## config.mk

```make
export PLATFORM = sky130hd
export DESIGN_NAME = img2col_ctrl_flat
export DESIGN_NICKNAME = d
export VERILOG_FILES = /design/src/rtl/img2col_ctrl_if.sv /design/src/rtl/img2col_ctrl.sv /design/src/flat_wrapper.sv
export SDC_FILE = /design/constraint.sdc
export NUM_CORES = 1
export LEC_CHECK = 0
export ABC_AREA = 0
export BUFFER_PORTS_ARGS = -buffer_cell sky130_fd_sc_hd__buf_2
export CORE_UTILIZATION = 61
export CTS_BUF_LIST = sky130_fd_sc_hd__clkbuf_8
export DETAILED_ROUTE_END_ITERATION = 12
export GPL_ROUTABILITY_DRIVEN = 0
export GPL_TIMING_DRIVEN = 0
export HOLD_SLACK_MARGIN = 0.02
export PLACE_DENSITY = 0.83
export RECOVER_POWER = 100
export SYNTH_ARGS = -nofsm -noshare
export SYNTH_HDL_FRONTEND = slang
export SYNTH_SLANG_ARGS = --single-unit
```

## constraint.sdc

```tcl
create_clock -name clk -period 6.9 [get_ports clk]
set_input_delay 0 -clock clk [delete_from_list [all_inputs] [get_ports clk]]
set_output_delay 0 -clock clk [all_outputs]
set_load 0.01 [all_outputs]
```

## src/rtl/img2col_ctrl_if.sv

```systemverilog
// img2col_ctrl_if -- bundles the layer configuration, the address-generator
// handshakes, the tile handshake to the GEMM and all derived geometry outputs
// of img2col_ctrl.
//   slave  : controller side (config/handshake in, geometry/status out)
//   master : environment side (drives config/handshake, observes outputs)
interface img2col_ctrl_if #(
  parameter int TS_W   = 8,
  parameter int KS_W   = 4,
  parameter int CH_W   = 8,
  parameter int ST_W   = 2,
  parameter int KN_W   = 8,
  parameter int S2P    = 4,
  parameter int ADDR_W = 16
);
  localparam int LG = $clog2(S2P);
  localparam int WW = 2*KS_W + CH_W;

  logic                 start;
  logic [TS_W-1:0]      tensor_size;
  logic [KS_W-1:0]      kernel_size;
  logic [CH_W-1:0]      channels;
  logic [ST_W-1:0]      stride;
  logic [KN_W-1:0]      kernel_nums;
  logic                 tensor_done;
  logic                 weight_done;
  logic                 flag_buffer;
  logic                 tile_ready;

  logic                 enable;
  logic [TS_W+ST_W-1:0] t_mul_s;
  logic [TS_W-1:0]      out_feature_size;
  logic [LG-1:0]        img2col_t_length_rem;
  logic [WW-1:0]        buffer_row_nums_t;
  logic [ADDR_W-1:0]    switch_row_add_nums;
  logic [ADDR_W-1:0]    switch_channel_add_nums;
  logic [WW-1:0]        img2col_w_width;
  logic [LG-1:0]        img2col_w_width_rem;
  logic [WW-1:0]        buffer_col_nums;
  logic [KN_W-1:0]      buffer_row_nums_w;
  logic [LG-1:0]        kernel_nums_rem;
  logic                 tile_valid;
  logic                 busy;
  logic                 done;
  logic                 err;

  modport slave (
    input  start, tensor_size, kernel_size, channels, stride, kernel_nums,
           tensor_done, weight_done, flag_buffer, tile_ready,
    output enable, t_mul_s, out_feature_size, img2col_t_length_rem,
           buffer_row_nums_t, switch_row_add_nums, switch_channel_add_nums,
           img2col_w_width, img2col_w_width_rem, buffer_col_nums,
           buffer_row_nums_w, kernel_nums_rem, tile_valid, busy, done, err
  );

  modport master (
    output start, tensor_size, kernel_size, channels, stride, kernel_nums,
           tensor_done, weight_done, flag_buffer, tile_ready,
    input  enable, t_mul_s, out_feature_size, img2col_t_length_rem,
           buffer_row_nums_t, switch_row_add_nums, switch_channel_add_nums,
           img2col_w_width, img2col_w_width_rem, buffer_col_nums,
           buffer_row_nums_w, kernel_nums_rem, tile_valid, busy, done, err
  );
endinterface

```

## src/rtl/img2col_ctrl.sv

```systemverilog
// img2col_ctrl -- layer controller for the img2col/GEMM datapath.
// Latches a layer configuration on start, validates it, derives the output
// feature edge by repeated subtraction (no divider), registers all derived
// tiling geometry, then runs the img2col engine while tracking the tile
// handshake to the GEMM until both address generators report completion.
// Ports:
//   clk  - clock
//   rstn - synchronous active-low reset
//   bus  - img2col_ctrl_if.slave (config, handshakes, geometry, status)
module img2col_ctrl #(
  parameter int TS_W   = 8,
  parameter int KS_W   = 4,
  parameter int CH_W   = 8,
  parameter int ST_W   = 2,
  parameter int KN_W   = 8,
  parameter int S2P    = 4,
  parameter int ADDR_W = 16
) (
  input  logic           clk,
  input  logic           rstn,
  img2col_ctrl_if.slave  bus
);
  localparam int LG   = $clog2(S2P);
  localparam int WW   = 2*KS_W + CH_W;
  localparam int SQ_W = 2*TS_W;
  localparam int TM_W = TS_W + ST_W;

  typedef enum logic [2:0] {
    S_IDLE  = 3'd0,
    S_CHECK = 3'd1,
    S_CALC  = 3'd2,
    S_RUN   = 3'd3,
    S_DRAIN = 3'd4,
    S_DONE  = 3'd5
  } state_e;

  typedef struct packed {
    logic [TS_W-1:0] ts;
    logic [KS_W-1:0] ks;
    logic [CH_W-1:0] ch;
    logic [ST_W-1:0] st;
    logic [KN_W-1:0] kn;
  } cfg_t;

  typedef struct packed {
    logic [TM_W-1:0]   t_mul_s;
    logic [TS_W-1:0]   ofs;
    logic [LG-1:0]     t_len_rem;
    logic [WW-1:0]     row_t;
    logic [ADDR_W-1:0] sw_row;
    logic [ADDR_W-1:0] sw_ch;
    logic [WW-1:0]     w_width;
    logic [LG-1:0]     w_rem;
    logic [WW-1:0]     col;
    logic [KN_W-1:0]   row_w;
    logic [LG-1:0]     kn_rem;
  } drv_t;

  state_e          state_q, state_d;
  cfg_t            cfg_q, cfg_d;
  drv_t            drv_q, drv_d, drv_calc_s;
  logic [TS_W-1:0] r_q, r_d, q_q, q_d;
  logic            err_q, err_d;
  logic            tv_q, tv_d;
  logic            flag_q;
  logic            td_seen_q, td_seen_d, wd_seen_q, wd_seen_d;

  logic            flag_edge_s, cfg_bad_s;
  logic [TS_W-1:0] st_ext_s, ofs_s;
  logic [SQ_W-1:0] ofs_x_s, osq_s, ts_x_s, tsq_s;
  logic [WW-1:0]   ww_s;

  // Either polarity of flag_buffer marks one completed tile pair.
  assign flag_edge_s = bus.flag_buffer ^ flag_q;
  assign st_ext_s    = TS_W'(cfg_q.st);
  assign cfg_bad_s   = (cfg_q.st == '0) || (cfg_q.ks == '0) || (cfg_q.ch == '0) ||
                       (cfg_q.kn == '0) || (TS_W'(cfg_q.ks) > cfg_q.ts);

  // Derived geometry from the finished quotient; mod/ceil by S2P use low bits and shifts.
  always_comb begin
    ofs_s   = q_q + TS_W'(1'b1);
    ofs_x_s = SQ_W'(ofs_s);
    osq_s   = ofs_x_s * ofs_x_s;
    ts_x_s  = SQ_W'(cfg_q.ts);
    tsq_s   = ts_x_s * ts_x_s;
    ww_s    = WW'(cfg_q.ks) * WW'(cfg_q.ks) * WW'(cfg_q.ch);
    drv_calc_s.t_mul_s   = TM_W'(cfg_q.ts) * TM_W'(cfg_q.st);
    drv_calc_s.ofs       = ofs_s;
    drv_calc_s.t_len_rem = osq_s[LG-1:0];
    drv_calc_s.row_t     = WW'(osq_s >> LG) + WW'(|osq_s[LG-1:0]);
    drv_calc_s.sw_row    = ADDR_W'(cfg_q.ts - TS_W'(cfg_q.ks));
    drv_calc_s.sw_ch     = ADDR_W'(tsq_s);
    drv_calc_s.w_width   = ww_s;
    drv_calc_s.w_rem     = ww_s[LG-1:0];
    drv_calc_s.col       = (ww_s >> LG) + WW'(|ww_s[LG-1:0]);
    drv_calc_s.row_w     = (cfg_q.kn >> LG) + KN_W'(|cfg_q.kn[LG-1:0]);
    drv_calc_s.kn_rem    = cfg_q.kn[LG-1:0];
  end

  // Next-state, tile handshake tracking and datapath register updates.
  always_comb begin
    state_d   = state_q;
    cfg_d     = cfg_q;
    drv_d     = drv_q;
    r_d       = r_q;
    q_d       = q_q;
    err_d     = err_q;
    tv_d      = tv_q;
    td_seen_d = td_seen_q;
    wd_seen_d = wd_seen_q;

    if (state_q != S_IDLE) begin
      td_seen_d = td_seen_q | bus.tensor_done;
      wd_seen_d = wd_seen_q | bus.weight_done;
    end else begin
      td_seen_d = td_seen_q;
      wd_seen_d = wd_seen_q;
    end

    // A new tile wins over a same-cycle accept; a new tile over a stalled one is an overrun.
    if ((state_q == S_RUN) || (state_q == S_DRAIN)) begin
      if (flag_edge_s) begin
        tv_d = 1'b1;
        if (tv_q && !bus.tile_ready) begin
          err_d = 1'b1;
        end else begin
          err_d = err_q;
        end
      end else if (tv_q && bus.tile_ready) begin
        tv_d = 1'b0;
      end else begin
        tv_d = tv_q;
      end
    end else begin
      tv_d = tv_q;
    end

    case (state_q)
      S_IDLE: begin
        if (bus.start) begin
          cfg_d     = '{ts: bus.tensor_size, ks: bus.kernel_size, ch: bus.channels,
                        st: bus.stride, kn: bus.kernel_nums};
          drv_d     = '0;
          err_d     = 1'b0;
          tv_d      = 1'b0;
          td_seen_d = 1'b0;
          wd_seen_d = 1'b0;
          state_d   = S_CHECK;
        end else begin
          state_d = S_IDLE;
        end
      end
      S_CHECK: begin
        if (cfg_bad_s) begin
          err_d   = 1'b1;
          state_d = S_DONE;
        end else begin
          r_d     = cfg_q.ts - TS_W'(cfg_q.ks);
          q_d     = '0;
          state_d = S_CALC;
        end
      end
      S_CALC: begin
        if (r_q >= st_ext_s) begin
          r_d = r_q - st_ext_s;
          q_d = q_q + TS_W'(1'b1);
        end else begin
          drv_d   = drv_calc_s;
          state_d = S_RUN;
        end
      end
      S_RUN: begin
        if ((td_seen_q | bus.tensor_done) && (wd_seen_q | bus.weight_done)) begin
          state_d = S_DRAIN;
        end else begin
          state_d = S_RUN;
        end
      end
      S_DRAIN: begin
        if (!tv_q) begin
          state_d = S_DONE;
        end else begin
          state_d = S_DRAIN;
        end
      end
      S_DONE:  state_d = S_IDLE;
      default: state_d = S_IDLE;
    endcase
  end

  // State and datapath registers with synchronous reset.
  always_ff @(posedge clk) begin
    if (!rstn) begin
      state_q   <= S_IDLE;
      cfg_q     <= '0;
      drv_q     <= '0;
      r_q       <= '0;
      q_q       <= '0;
      err_q     <= 1'b0;
      tv_q      <= 1'b0;
      flag_q    <= 1'b0;
      td_seen_q <= 1'b0;
      wd_seen_q <= 1'b0;
    end else begin
      state_q   <= state_d;
      cfg_q     <= cfg_d;
      drv_q     <= drv_d;
      r_q       <= r_d;
      q_q       <= q_d;
      err_q     <= err_d;
      tv_q      <= tv_d;
      flag_q    <= bus.flag_buffer;
      td_seen_q <= td_seen_d;
      wd_seen_q <= wd_seen_d;
    end
  end

  // Enable follows the stall condition combinationally so a ready tile releases it at once.
  assign bus.enable                  = (state_q == S_RUN) && !(tv_q && !bus.tile_ready);
  assign bus.busy                    = (state_q != S_IDLE);
  assign bus.done                    = (state_q == S_DONE);
  assign bus.err                     = err_q;
  assign bus.tile_valid              = tv_q;
  assign bus.t_mul_s                 = drv_q.t_mul_s;
  assign bus.out_feature_size        = drv_q.ofs;
  assign bus.img2col_t_length_rem    = drv_q.t_len_rem;
  assign bus.buffer_row_nums_t       = drv_q.row_t;
  assign bus.switch_row_add_nums     = drv_q.sw_row;
  assign bus.switch_channel_add_nums = drv_q.sw_ch;
  assign bus.img2col_w_width         = drv_q.w_width;
  assign bus.img2col_w_width_rem     = drv_q.w_rem;
  assign bus.buffer_col_nums         = drv_q.col;
  assign bus.buffer_row_nums_w       = drv_q.row_w;
  assign bus.kernel_nums_rem         = drv_q.kn_rem;
endmodule

```

## src/flat_wrapper.sv

```systemverilog
// flat-port wrapper written by rule: the top's interface ports become plain ports
module img2col_ctrl_flat 
#(
  parameter int TS_W   = 8,
  parameter int KS_W   = 4,
  parameter int CH_W   = 8,
  parameter int ST_W   = 2,
  parameter int KN_W   = 8,
  parameter int S2P    = 4,
  parameter int ADDR_W = 16
)
  (clk, rstn, bus_start, bus_tensor_size, bus_kernel_size, bus_channels, bus_stride, bus_kernel_nums, bus_tensor_done, bus_weight_done, bus_flag_buffer, bus_tile_ready, bus_enable, bus_t_mul_s, bus_out_feature_size, bus_img2col_t_length_rem, bus_buffer_row_nums_t, bus_switch_row_add_nums, bus_switch_channel_add_nums, bus_img2col_w_width, bus_img2col_w_width_rem, bus_buffer_col_nums, bus_buffer_row_nums_w, bus_kernel_nums_rem, bus_tile_valid, bus_busy, bus_done, bus_err);
  img2col_ctrl_if #(.TS_W(TS_W), .KS_W(KS_W), .CH_W(CH_W), .ST_W(ST_W), .KN_W(KN_W), .S2P(S2P), .ADDR_W(ADDR_W)) bus_i ();
  input  logic clk;
  input  logic rstn;
  input wire logic [$bits(bus_i.start)-1:0] bus_start;
  input wire logic [$bits(bus_i.tensor_size)-1:0] bus_tensor_size;
  input wire logic [$bits(bus_i.kernel_size)-1:0] bus_kernel_size;
  input wire logic [$bits(bus_i.channels)-1:0] bus_channels;
  input wire logic [$bits(bus_i.stride)-1:0] bus_stride;
  input wire logic [$bits(bus_i.kernel_nums)-1:0] bus_kernel_nums;
  input wire logic [$bits(bus_i.tensor_done)-1:0] bus_tensor_done;
  input wire logic [$bits(bus_i.weight_done)-1:0] bus_weight_done;
  input wire logic [$bits(bus_i.flag_buffer)-1:0] bus_flag_buffer;
  input wire logic [$bits(bus_i.tile_ready)-1:0] bus_tile_ready;
  output wire logic [$bits(bus_i.enable)-1:0] bus_enable;
  output wire logic [$bits(bus_i.t_mul_s)-1:0] bus_t_mul_s;
  output wire logic [$bits(bus_i.out_feature_size)-1:0] bus_out_feature_size;
  output wire logic [$bits(bus_i.img2col_t_length_rem)-1:0] bus_img2col_t_length_rem;
  output wire logic [$bits(bus_i.buffer_row_nums_t)-1:0] bus_buffer_row_nums_t;
  output wire logic [$bits(bus_i.switch_row_add_nums)-1:0] bus_switch_row_add_nums;
  output wire logic [$bits(bus_i.switch_channel_add_nums)-1:0] bus_switch_channel_add_nums;
  output wire logic [$bits(bus_i.img2col_w_width)-1:0] bus_img2col_w_width;
  output wire logic [$bits(bus_i.img2col_w_width_rem)-1:0] bus_img2col_w_width_rem;
  output wire logic [$bits(bus_i.buffer_col_nums)-1:0] bus_buffer_col_nums;
  output wire logic [$bits(bus_i.buffer_row_nums_w)-1:0] bus_buffer_row_nums_w;
  output wire logic [$bits(bus_i.kernel_nums_rem)-1:0] bus_kernel_nums_rem;
  output wire logic [$bits(bus_i.tile_valid)-1:0] bus_tile_valid;
  output wire logic [$bits(bus_i.busy)-1:0] bus_busy;
  output wire logic [$bits(bus_i.done)-1:0] bus_done;
  output wire logic [$bits(bus_i.err)-1:0] bus_err;
  assign bus_i.start = bus_start;
  assign bus_i.tensor_size = bus_tensor_size;
  assign bus_i.kernel_size = bus_kernel_size;
  assign bus_i.channels = bus_channels;
  assign bus_i.stride = bus_stride;
  assign bus_i.kernel_nums = bus_kernel_nums;
  assign bus_i.tensor_done = bus_tensor_done;
  assign bus_i.weight_done = bus_weight_done;
  assign bus_i.flag_buffer = bus_flag_buffer;
  assign bus_i.tile_ready = bus_tile_ready;
  assign bus_enable = bus_i.enable;
  assign bus_t_mul_s = bus_i.t_mul_s;
  assign bus_out_feature_size = bus_i.out_feature_size;
  assign bus_img2col_t_length_rem = bus_i.img2col_t_length_rem;
  assign bus_buffer_row_nums_t = bus_i.buffer_row_nums_t;
  assign bus_switch_row_add_nums = bus_i.switch_row_add_nums;
  assign bus_switch_channel_add_nums = bus_i.switch_channel_add_nums;
  assign bus_img2col_w_width = bus_i.img2col_w_width;
  assign bus_img2col_w_width_rem = bus_i.img2col_w_width_rem;
  assign bus_buffer_col_nums = bus_i.buffer_col_nums;
  assign bus_buffer_row_nums_w = bus_i.buffer_row_nums_w;
  assign bus_kernel_nums_rem = bus_i.kernel_nums_rem;
  assign bus_tile_valid = bus_i.tile_valid;
  assign bus_busy = bus_i.busy;
  assign bus_done = bus_i.done;
  assign bus_err = bus_i.err;
  img2col_ctrl #(.TS_W(TS_W), .KS_W(KS_W), .CH_W(CH_W), .ST_W(ST_W), .KN_W(KN_W), .S2P(S2P), .ADDR_W(ADDR_W)) u_core (.clk(clk), .rstn(rstn), .bus(bus_i));
endmodule
```

### After elaboration in Yosys (flattened, before gate mapping)

Index checks and enable logic that the tools add are counted.

| storage, ports and cells | value |
|---|---|
| bits in registers | 166 |
| bits of input ports | 37 |
| output and inout port bits | 117 |
| word-level logic and storage cells | 107 |

| cells by class | value |
|---|---|
| add/sub/neg operators | 7 |
| $mul | 5 |
| $lt $le $gt $ge | 2 |
| eq/ne operators | 9 |
| mux-type cells | 32 |
| bitwise operators | 3 |
| reductions and logical operators | 25 |

Operators with widths:

| operator | count |
|---|---|
| 112-bit 2-to-1 mux | 2 |
| 112-bit case mux with 2 select lines | 1 |
| 8-bit by 8-bit multiplier with 16-bit output | 3 |
| 8-bit 2-to-1 mux | 4 |
| 8-bit case mux with 2 select lines | 2 |
| 14-bit by 1-bit adder with 15-bit output | 2 |
| 1-bit 2-to-1 mux | 18 |
| 8-bit zero test | 2 |
| 3-bit case mux with 5 select lines | 1 |
| 8-bit by 2-bit multiplier with 10-bit output | 1 |
| 3-bit 2-to-1 mux | 3 |
| 8-bit by 4-bit subtractor with 9-bit output | 1 |
| 8-bit by 1-bit adder with 8-bit output (second input constant) | 1 |
| 8-bit by 2-bit >= comparator with 1-bit output | 1 |
| 4-bit by 8-bit > comparator with 1-bit output | 1 |
| 4-bit by 4-bit multiplier with 8-bit output | 1 |
| 8-bit by 2-bit subtractor with 8-bit output | 1 |
| 8-bit by 4-bit subtractor with 8-bit output | 1 |
| 6-bit by 1-bit adder with 7-bit output | 1 |
| 3-bit by 2-bit == test with 1-bit output (second input constant) | 2 |
| 3-bit == test (second input constant) | 2 |
| 2-bit inequality test (second input constant) | 3 |
| 3-bit AND reduction | 2 |
| 2-bit OR reduction | 3 |
| other kinds (14) | 24 |

### Longest topological paths before layout

| depth | value |
|---|---|
| depth after elaboration | 7 |
| gate-level depth with buffers | 27 |

### Worst setup path before layout

Ideal clock, no wire load.

| path | value |
|---|---|
| path type | register to register |
| from | reg u_core.cfg_q[18] (netlist bit) |
| to | reg u_core.drv_q (netlist bit u_core.bus.buffer_col_nums[13]) |
| library setup time | 120 ps |
| arrival time | 5836 ps |
| required time | 6780 ps |
| slack | 944 ps |
| stages on the path, launching flop included | 25 |
| buffers on the path | 1 |
| path through | dfxtp_1 clkbuf_1 nand3_1 fa_1 inv_1 a21o_1 a21oi_1 xnor2_1 and2_1 fa_1 inv_1 fa_1 inv_1 fa_1 inv_1 fa_1 inv_1 ha_1 nand3_1 o2111ai_1 a21boi_0 o41a_1 xnor2_1 and3_1 o31ai_1 |

| between the ends | value |
|---|---|
| longest elaborated chain between the ends | 6 |

Ends and longest elaborated chain:

| item | RTL line | source |
|---|---|---|
| start, declared | img2col_ctrl.sv:60 | `cfg_t cfg_q, cfg_d;` |
| start signal, assigned | img2col_ctrl.sv:206 | `cfg_q <= cfg_d;` |
| 4-bit by 4-bit multiplier with 8-bit output * | img2col_ctrl.sv:86 | `ww_s = WW'(cfg_q.ks) * WW'(cfg_q.ks) * WW'(cfg_q.ch);` |
| 8-bit by 8-bit multiplier with 16-bit output * | img2col_ctrl.sv:86 |  |
| 2-bit OR reduction | img2col_ctrl.sv:95 | `drv_calc_s.col = (ww_s >> LG) + WW'(\|ww_s[LG-1:0]);` |
| 14-bit by 1-bit adder with 15-bit output * | img2col_ctrl.sv:95 |  |
| 112-bit 2-to-1 mux * | img2col_ctrl.sv:164 | `if (r_q >= st_ext_s) begin` |
| 112-bit case mux with 2 select lines * | img2col_ctrl.sv:138 | `case (state_q)` |
| end signal, assigned | img2col_ctrl.sv:207 | `drv_q <= drv_d;` |
| end, declared | img2col_ctrl.sv:61 | `drv_t drv_q, drv_d, drv_calc_s;` |

Every way passes the cells marked *; elsewhere a longest branch is shown, timed or not. The select of a mux whose other input is x is not followed.
A chain may end at the register's enable or synchronous reset.

### Worst setup path after layout

| path | value |
|---|---|
| from | reg u_core.cfg_q[18] (netlist bit) |
| to | reg u_core.drv_q (netlist bit u_core.bus.buffer_col_nums[10]) |

The elaborated chain is that of the path after synthesis.

==> summary.md <==
| Metric | Value |
|---|---|
| Dominant synthesized flop cell | `dfxtp_1` |
| Mapped Cells | `about 1500` |
| Worst-path clk slew | `about 90 ps` |
| Pre-antenna DRT Iters | `6` |
| Power per standard cell area | `~190 mW/mm^2` |
| Count leader, synth | `nand2_1` |
| Hold Path Origin | `bus_start` |
| Synth warn | `0` |
| Initial core utilization | `between 60% and 70%` |
| Core area | `about 0.020 sq mm` |
| Total Wirelength | `35.7 mm` |
| Placed cell area | `~0.013 sq mm` |
| Reg area | `just over 0.003 sq mm` |
| Num CTS Buffers | `17` |
| Synth Cell Area | `0.0122 sq mm` |
| CP Launch Type | `flip-flop` |
| Global-route wire length before repair | `roughly 55 mm` |
| Initial antenna violation count | `0` |
| Hold Crit Class | `input port to flip-flop` |
| Global Route Usage Sum | `a little over a third` |
| Result of the run | `finished, final reports clean` |
| Post-synth top cells | `172 x nand2_1, 151 x dfxtp_1, 146 x a21oi_1` |
| RR Startpoint | `u_core.cfg_q[18]` |
| CP required | `7250 ps` |
| Register area share after synthesis | `between 20% and 30%` |
| WL per Instance | `approximately 18 um` |
| Synth unique cells | `66` |
| Worst setup margin | `335 ps` |
| Total of max-cap violations | `0` |
| Number of port buffers | `148` |
| Setup crit end kind | `flip-flop` |
| Core Rows | `between 50 and 60` |
| Area occupied by multi-input gates | `around 0.0083 sq mm` |
| Io pins | `between 150 and 200` |
| Worst Max-Slew Pin Slew | `between 1000 and 1500 ps` |
| Clock tree sinks | `~150` |
| Period Utilization, post-route | `between 90% and 100%` |
| Layout Skew | `21.5 ps` |
| Synth area leaders | `dfxtp_1 25%, fa_1 14%, ha_1 12%` |
| Worst R2R Setup Slack | `roughly 330 ps` |
| CTS H-tree depth | `4` |
| Top cell type's share of synthesized area | `24.8%` |
| Final hold violations | `0` |
| Synth area leader | `dfxtp_1` |
| Share of cells above drive strength 1 | `about 7.0%` |
| Die Span Y | `about 140 um` |
| Number of global-route vias before repair | `about 11000` |
| Highest Clock Rate | `152 MHz` |
| Pre-CTS WS | `-139 ps` |
| Die footprint | `between 0.02 and 0.025 sq mm` |
| Later-pin clock latency in the skew report | `between 400 and 500 ps` |
| Fillers | `approximately 1600` |
| 1st-iter DRT viols | `slightly above 1000` |
| Slew HR | `roughly a quarter` |
| Ys async rst share | `0%` |
| Post-route cell area | `between 0.01 and 0.015 sq mm` |
| Final setup vio count | `0` |
| #FFs+latches synth | `about 150` |
| Post-synth EDFFs | `0` |
| Antenna Cells | `0` |
| Crit-path max FO | `10` |
| Sum Neg Setup Slack | `0 ps` |
| Peak supply drop | `between 0.1 and 0.15 mV` |
| Tmin final | `between 6000 and 7000 ps` |
| Arrival @ worst endpoint | `6910 ps` |
| Largest net degree at the start of global routing | `17` |
| Avg Cell Area, Syn | `8.06 sq um` |
| CP startpoint | `u_core.cfg_q[18]` |
| P&R area growth vs syn | `15.0%` |
| CP Class | `flip-flop to flip-flop` |
| Hpwl dp | `between 20 and 30 mm` |
| Clock Path Buffers | `2` |
| Clk root buf | `clkbuf_8` |
| Antenna Nets Post-Route | `0` |
| Drt drc | `0` |
| Via count | `about 12000` |
| Leakage Power | `~6.3 nW` |
| Pins Over Slew Limit | `0` |
| Remaining global-route overflow | `0` |
| Floorplan die width | `around 140 um` |
| Total Nets Final | `just under 2000` |
| CTS tree | `done` |
| Post-DR vias/cell | `around 5.8` |
metal layers:
metal	up-vias	part of all wire, %	global-route usage, %
met5	-	0	0
met4	0	4.5	16.0
met3	119	9.3	6.70
met2	567	46	57.6
met1	5465	40	45.3
li1	5439	-	-
cell families (layout without fill, tap and decap cells):
group                      Yosys count  count (layout)  synth area share, %
other                                2               9               0.0616
AOI/OAI and AO/OA                  276             276                 13.4
buffers and inverters              235             451                 7.90
adders and majority gates          199             199                 25.5
muxes                                2               2                0.185
and+or+nand+nor                    560             560                 21.8
DFF                                151             151                 24.8
xor gates and xnor gates            88              88                 6.32
through the flow:
stage,total power [mW],instances,util [%],hold slack [ps]
after floorplan,1.54,1520,-,120
after global placement,1.77,1933,68.1,233
after detailed placement,1.79,1933,68.1,249
after CTS,2.60,2000,72.3,89.7
after global routing,2.75,2001,71.8,130
final,2.63,2001,71.8,114
cells in the final DEF (no fill, tap or decap), drive strengths merged, types with 20 or more instances in the layout:
cell         instances
nor2               127
xor2                39
fa                  83
a31oi               21
nor3                32
dfxtp              151
dlygate4sd3         36
xnor2               49
and2                68
ha                 116
clkbuf             202
inv                143
o21ai               41
nand2              172
nand3               78
nor2b               20
a21oi              146
buf                 61
final cells by class:
type	instances	share of cell area, %
multi-input combinational	1134	59.0
tap	265	2.36
clock inverter	15	1.61
timing repair buffer	184	6.91
inverter	137	3.67
buffer	98	3.21
clock buffer	17	1.67
sequential	151	21.6
state kept, by name, summed over array words and instances (netlist names), 9 cells and up:
register	cells
u_core.bus.t_mul_s	10
u_core.bus.switch_row_add_nums	9
u_core.bus.switch_channel_add_nums	15
u_core.cfg_q	30
u_core.bus.buffer_row_nums_t	15
u_core.bus.buffer_col_nums	15
u_core.bus.img2col_w_width	15
path summary, 6_finish.rpt:
check                                           endpoint  cells past startpoint
setup / recovery          u_core.bus.buffer_col_nums[10]                     25
hold / removal                         u_core.state_q[0]                      5
setup reg to reg          u_core.bus.buffer_col_nums[10]                     25
hold reg to reg   u_core.bus.switch_channel_add_nums[14]                      2
worst max-delay path, cell delays in order, from the launching register on:
cell       delay [ps]
dfxtp_2           480
clkbuf_4          270
nand3_1           150
inv_1             100
ha_1              230
a31o_2            240
a21oi_1           210
xnor2_1           240
and2_1            250
fa_1              490
inv_1              50
fa_1              480
inv_1              60
fa_1              530
inv_1              60
fa_1              530
inv_1              50
ha_1              370
nand3_1           140
o2111ai_2         260
xor2_1            300
nand4_1           250
nor3_1            280
xnor2_1           180
a22oi_1           180
nor2_1             60
report_power, final:
part	internal [mW]	switching, mW
sequential	0.916	0.0616
combinational	0.283	0.571
clock	0.434	0.368
total	1.63	1.00
what timing repair did:
| item | 4_1_cts | 5_1_grt |
|---|---|---|
| pin swaps | 0 | 1 |
| buffers inserted | 0 | 1 |
| resized for setup | 1 | 12 |
| endpoints found under the setup margin | 2 | 10 |
| hold buffers | 35 | 0 |
| gates cloned | 0 | 0 |
| hold endpoints to repair | 39 | 0 |
No activity file was read; power rests on OpenSTA's default activity.
